--- config.mk ---
export PLATFORM = sky130hd
export DESIGN_NAME = drygascon128_seq
export DESIGN_NICKNAME = d
export VERILOG_FILES = /design/src/rtl/drygascon128_seq.sv
export SDC_FILE = /design/constraint.sdc
export NUM_CORES = 1
export LEC_CHECK = 0
export CORE_MARGIN = 2
export CORE_UTILIZATION = 35
export DETAILED_ROUTE_END_ITERATION = 10
export PLACE_DENSITY = 0.85
export SLEW_MARGIN = 10
export SYNTH_ARGS = -nofsm -noshare
export SYNTH_HDL_FRONTEND = slang
export SYNTH_SLANG_ARGS = --single-unit
--- constraint.sdc ---
create_clock -name clk -period 4.3 [get_ports clk]
set_clock_uncertainty 0.2 [all_clocks]
set_input_delay 0.645 -clock clk [delete_from_list [all_inputs] [get_ports clk]]
set_output_delay 0.645 -clock clk [all_outputs]
set_load 0.005 [all_outputs]
--- src/rtl/drygascon128_seq.sv ---
// Command sequencer for a DryGASCON128 core: decodes host commands into core
// write/start/read strobes and moves 32-bit words between the host streams and the core.
module drygascon128_seq (
  input  logic        clk,
  input  logic        rst_n,
  input  logic        cmd_valid,
  output logic        cmd_ready,
  input  logic [2:0]  cmd_op,
  input  logic [3:0]  cmd_ds,
  input  logic [3:0]  cmd_rounds,
  input  logic        s_valid,
  output logic        s_ready,
  input  logic [31:0] s_data,
  output logic        m_valid,
  input  logic        m_ready,
  output logic [31:0] m_data,
  output logic        err,
  output logic        core_rst,
  output logic [31:0] core_din,
  output logic [3:0]  core_ds,
  output logic [3:0]  core_rounds,
  output logic        core_wr_c,
  output logic        core_wr_x,
  output logic        core_wr_i,
  output logic        core_start,
  output logic        core_rd_c,
  output logic        core_rd_r,
  input  logic [31:0] core_dout,
  input  logic        core_idle
);

  localparam int unsigned OP_W   = 3;
  localparam int unsigned DS_W   = 4;
  localparam int unsigned RND_W  = 4;
  localparam int unsigned DATA_W = 32;
  localparam int unsigned CNT_W  = 4;

  localparam logic [OP_W-1:0] OP_LOAD_C = OP_W'(0);
  localparam logic [OP_W-1:0] OP_LOAD_X = OP_W'(1);
  localparam logic [OP_W-1:0] OP_F      = OP_W'(2);
  localparam logic [OP_W-1:0] OP_G      = OP_W'(3);
  localparam logic [OP_W-1:0] OP_READ_C = OP_W'(4);

  typedef enum logic [2:0] {
    ST_IDLE,
    ST_WRITE,
    ST_START,
    ST_WAIT,
    ST_READ
  } state_e;

  state_e              state_q, state_d;
  logic [OP_W-1:0]     op_q, op_d;
  logic [DS_W-1:0]     ds_q, ds_d;
  logic [RND_W-1:0]    rounds_q, rounds_d;
  logic [CNT_W-1:0]    cnt_q, cnt_d;
  logic                rd_pend_q, rd_pend_d;
  logic                m_valid_q, m_valid_d;
  logic [DATA_W-1:0]   m_data_q, m_data_d;
  logic                err_q, err_d;
  logic                sync_q;
  logic                core_rst_q;
  logic [CNT_W-1:0]    wr_last;
  logic [CNT_W-1:0]    rd_last;

  // The C state is 10 words; X, I and R are 4 words each
  assign wr_last = (op_q == OP_LOAD_C) ? CNT_W'(9) : CNT_W'(3);
  assign rd_last = (op_q == OP_READ_C) ? CNT_W'(9) : CNT_W'(3);

  always_comb begin
    state_d     = state_q;
    op_d        = op_q;
    ds_d        = ds_q;
    rounds_d    = rounds_q;
    cnt_d       = cnt_q;
    rd_pend_d   = 1'b0;
    m_valid_d   = m_valid_q;
    m_data_d    = m_data_q;
    err_d       = 1'b0;
    cmd_ready   = 1'b0;
    s_ready     = 1'b0;
    core_din    = '0;
    core_wr_c   = 1'b0;
    core_wr_x   = 1'b0;
    core_wr_i   = 1'b0;
    core_start  = 1'b0;
    core_rd_c   = 1'b0;
    core_rd_r   = 1'b0;

    case (state_q)
      ST_IDLE: begin
        cmd_ready = core_idle && !core_rst_q;
        if (cmd_valid && cmd_ready) begin
          if (cmd_op > OP_READ_C ||
              ((cmd_op == OP_F || cmd_op == OP_G) && cmd_rounds == '0)) begin
            err_d = 1'b1;
          end else begin
            op_d     = cmd_op;
            ds_d     = cmd_ds;
            rounds_d = cmd_rounds;
            cnt_d    = '0;
            case (cmd_op)
              OP_G:      state_d = ST_START;
              OP_READ_C: state_d = ST_READ;
              default:   state_d = ST_WRITE;
            endcase
          end
        end
      end
      ST_WRITE: begin
        s_ready  = 1'b1;
        core_din = s_data;
        if (s_valid) begin
          core_wr_c = (op_q == OP_LOAD_C);
          core_wr_x = (op_q == OP_LOAD_X);
          core_wr_i = (op_q == OP_F);
          if (cnt_q == wr_last) begin
            cnt_d   = '0;
            state_d = (op_q == OP_F) ? ST_START : ST_IDLE;
          end else begin
            cnt_d = cnt_q + CNT_W'(1);
          end
        end
      end
      ST_START: begin
        core_start = 1'b1;
        state_d    = ST_WAIT;
      end
      ST_WAIT: begin
        if (core_idle) state_d = ST_READ;
      end
      ST_READ: begin
        // One read in flight at a time; the next issues only once the output slot is free
        if (!m_valid_q && !rd_pend_q) begin
          core_rd_c = (op_q == OP_READ_C);
          core_rd_r = (op_q != OP_READ_C);
          rd_pend_d = 1'b1;
        end
        if (rd_pend_q) begin
          m_valid_d = 1'b1;
          m_data_d  = core_dout;
        end
        if (m_valid_q && m_ready) begin
          m_valid_d = 1'b0;
          if (cnt_q == rd_last) begin
            cnt_d   = '0;
            state_d = ST_IDLE;
          end else begin
            cnt_d = cnt_q + CNT_W'(1);
          end
        end
      end
      default: state_d = ST_IDLE;
    endcase
  end

  always_ff @(posedge clk or negedge rst_n) begin
    if (!rst_n) begin
      state_q    <= ST_IDLE;
      op_q       <= '0;
      ds_q       <= '0;
      rounds_q   <= '0;
      cnt_q      <= '0;
      rd_pend_q  <= 1'b0;
      m_valid_q  <= 1'b0;
      m_data_q   <= '0;
      err_q      <= 1'b0;
      sync_q     <= 1'b0;
      core_rst_q <= 1'b1;
    end else begin
      state_q    <= state_d;
      op_q       <= op_d;
      ds_q       <= ds_d;
      rounds_q   <= rounds_d;
      cnt_q      <= cnt_d;
      rd_pend_q  <= rd_pend_d;
      m_valid_q  <= m_valid_d;
      m_data_q   <= m_data_d;
      err_q      <= err_d;
      sync_q     <= 1'b1;
      core_rst_q <= !sync_q;
    end
  end

  assign m_valid     = m_valid_q;
  assign m_data      = m_data_q;
  assign err         = err_q;
  assign core_rst    = core_rst_q;
  assign core_ds     = ds_q;
  assign core_rounds = rounds_q;

endmodule

==> flow_summary_export.csv <==
group,metric,value,unit
sta,setup_viol,0,
finish,final_layout_size_suffix_gt1_share,17.4,%
die,die_area,8290,um^2
die,fp.dieH,91.1,um
yosys,ys_seq_area_share,51.9,%
die,die_x,91.1,um
sta,setup_ws,0.940,ns
finish,area_delta_synth_final,68.6,%
sta,fin_tns_setup,0,ns
global_route,grt_pass1_vias,2293,
die,rows,31,
sta,slew_headroom,61.3,%
route,drc,0,
yosys,synth_area_per_cell,11.9,um^2
global_route,antenna_found_initial,0,
hold_path,hold_class,"input pin to async pin",
worst_setup_path,timing.rr.start,"state_q[2]",
sta,tightest_slew,0.581,ns
place,post-place-cells,475,
route,via_per_inst,4.82,
sta,period_share,78.1,%
clock_network,cts_made_buffers,5,
worst_setup_path,worst_ep_required_time,3.45,ns
flow_run,cap_viol_max_count,0,
place,portBuffers,163,
place,pre_cts_slack,1.28,ns
clock_network,clkSlewWorstSetupHoldPaths,0.09,ns
outcome,status,"complete, no violations",
finish,fillers,628,
finish,final_cell_mix,"clkdlybuf4s50_1 (162), dfrtp_1 (54), mux2_2 (44)",
sta,finalCriticalPeriod,3.36,ns
place,place_hpwl,5650,um
worst_setup_path,arrival,2.51,ns
finish,antenna_cells,0,
global_route,grt_max_degree,36,
clock_network,worstSkewPairLatency,0.30,ns
pwr,p_leak,1.80,nW
route,wl_per_cell,14.9,um
sta,rsz0062_at_grt,"no",
route,drt_iter0_markers,55,
sta,fmax,298,MHz
worst_setup_path,start_kind,"register",
global_route,grt_pass1_wl,11300,um
place,placed_area,4350,um^2
global_route,grt-ovfl-total,0,
pwr,powerDensity,602,nW/um^2
route,ant_nets,0,
worst_setup_path,startpoint,"state_q[0]",
clock_network,cts_hold_buf,0,
finish,regArea,1380,um^2
pwr,peakVddDrop,0.000341,V
finish,final_common_cell,"clkdlybuf4s50_1",
finish,stdcell_count,483,
yosys,yosys_warnings,0,
clock_network,ctsLongestPathBuffers,2,
yosys,syn-cell-area,2650,um^2
clock_network,h-tree-depth,2,
yosys,synth_edf_count,0,
finish,final_nets,465,
yosys,synthDominantCellAreaShare,50.9,%
yosys,synth_top_area_cell,"dfrtp_1",
route,vias,2328,
worst_setup_path,crit_path_end_kind,"output pin",
global_route,grt_usage,16.8,%
die,coreArea,7290,um^2
yosys,synthArstFlopShare,100,%
clock_network,ctsResizeCount,0,
sta,hold_viol,0,
yosys,syn_inst,222,
finish,fin_area,4470,um^2
clock_network,cts_tree,"built",
clock_network,clockRootBuffer,"clkbuf_8",
die,pin_count,164,
die,start_util,36.4,%
worst_setup_path,path_class,"register to output pin",
clock_network,clock_sinks,55,
yosys,synth_nets,304,
pwr,p_total,2.69,mW
yosys,synth-main-ff-cell,"dfrtp_1",
sta,final_max_slew_viol_count,0,
clock_network,cts_setup_buffers,0,
worst_setup_path,worstPathMaxFanout,35,
route,totalWireLength,7200,um
place,finalWeightedCongestion,0.874,
yosys,synth_cell_types,45,
yosys,ys_top_cells_by_area,"dfrtp_1 (51%), mux2_2 (19%), and2_1 (7.8%), a21oi_1 (1.5%), nor2_1 (1.3%)",
yosys,ys_ff_latch,55,
route,drt_pass1_iterations,4,
finish,multi_input_area,1200,um^2
[sequential cells by signal, indices dropped and copies added, names as in the netlist]
register     count
m_valid          1
rd_pend_q        1
core_rounds      4
cnt_q            4
err              1
state_q          3
sync_q           1
m_data          32
core_rst         1
op_q             3
core_ds          4
[layout make-up]
type	count	area share, %
sequential	55	30.8
timing repair buffer	165	36.7
clock inverter	2	0.783
clock buffer	6	1.85
inverter	3	0.280
multi-input combinational	153	26.8
tap	99	2.77
[cells in the mapped netlist, types with 2 or more instances]
cell type / n
and2_1: 33
nor2_1: 9
nand3b_1: 2
nand3_1: 2
a31oi_1: 2
and3_1: 2
dfrtp_1: 54
nand2_1: 8
o21ai_0: 2
nand2b_1: 3
buf_2: 6
nor3_1: 6
mux2_2: 44
nor3b_1: 4
inv_1: 2
and4bb_2: 2
buf_6: 2
o21ai_1: 2
a21oi_1: 8
o21a_1: 2
clkbuf_1: 3
[routing by layer]
| layer | GRT usage, % | wire length, um | up-vias |
|---|---|---|---|
| met5 | 0 | 0 | - |
| li1 | - | - | 1099 |
| met2 | 29.9 | 3610 | 117 |
| met4 | 3.91 | 71 | 0 |
| met3 | 5.73 | 673 | 8 |
| met1 | 19.5 | 2850 | 1104 |
[power by group]
part | switching [mW] | internal (mW) | total (mW)
logic | 0.476 | 0.931 | 1.41
registers | 0.183 | 0.749 | 0.932
clock network | 0.163 | 0.189 | 0.352
total | 0.822 | 1.87 | 2.69
[path summary, 6_finish.rpt]
check,endpoint,slack (ns),cells past startpoint
worst max-delay path,core_wr_x,0.94,5
worst min-delay path,core_ds[3],0.13,1
worst max register to register,m_data[28],1.81,4
worst min register to register,core_rst,0.18,1
max in group asynchronous,core_rst,2.94,2
min in group clk,core_rst,0.18,1
[critical path: stages (launching register included)]
cell and delay [ns]:
dfrtp_1 0.56, or3b_4 0.46, clkinv_2 0.26, nand3b_1 0.17
nor3b_1 0.23, clkdlybuf4s50_1 0.53
[kinds of logic (layout without fill, tap and decap cells)]
logic type | after synthesis | count (layout) | share of synthesized area (%)
other cells | 1 | 1 | 0.141
buf+inv | 14 | 176 | 2.88
fa+ha+maj | 1 | 1 | 0.472
flops | 55 | 55 | 51.9
simple gates | 81 | 81 | 19.3
compound gates | 26 | 26 | 6.60
mux | 44 | 44 | 18.7
[stage by stage]
stage | utilization (%) | hold slack, ns
floorplan | - | 0.137
global placement | 59.7 | 0.157
detailed placement | 59.7 | 0.161
CTS | 61.3 | 0.144
global route | 61.3 | 0.185
finish | 61.3 | 0.126
Note: power is estimated with default switching activity, not from simulation.
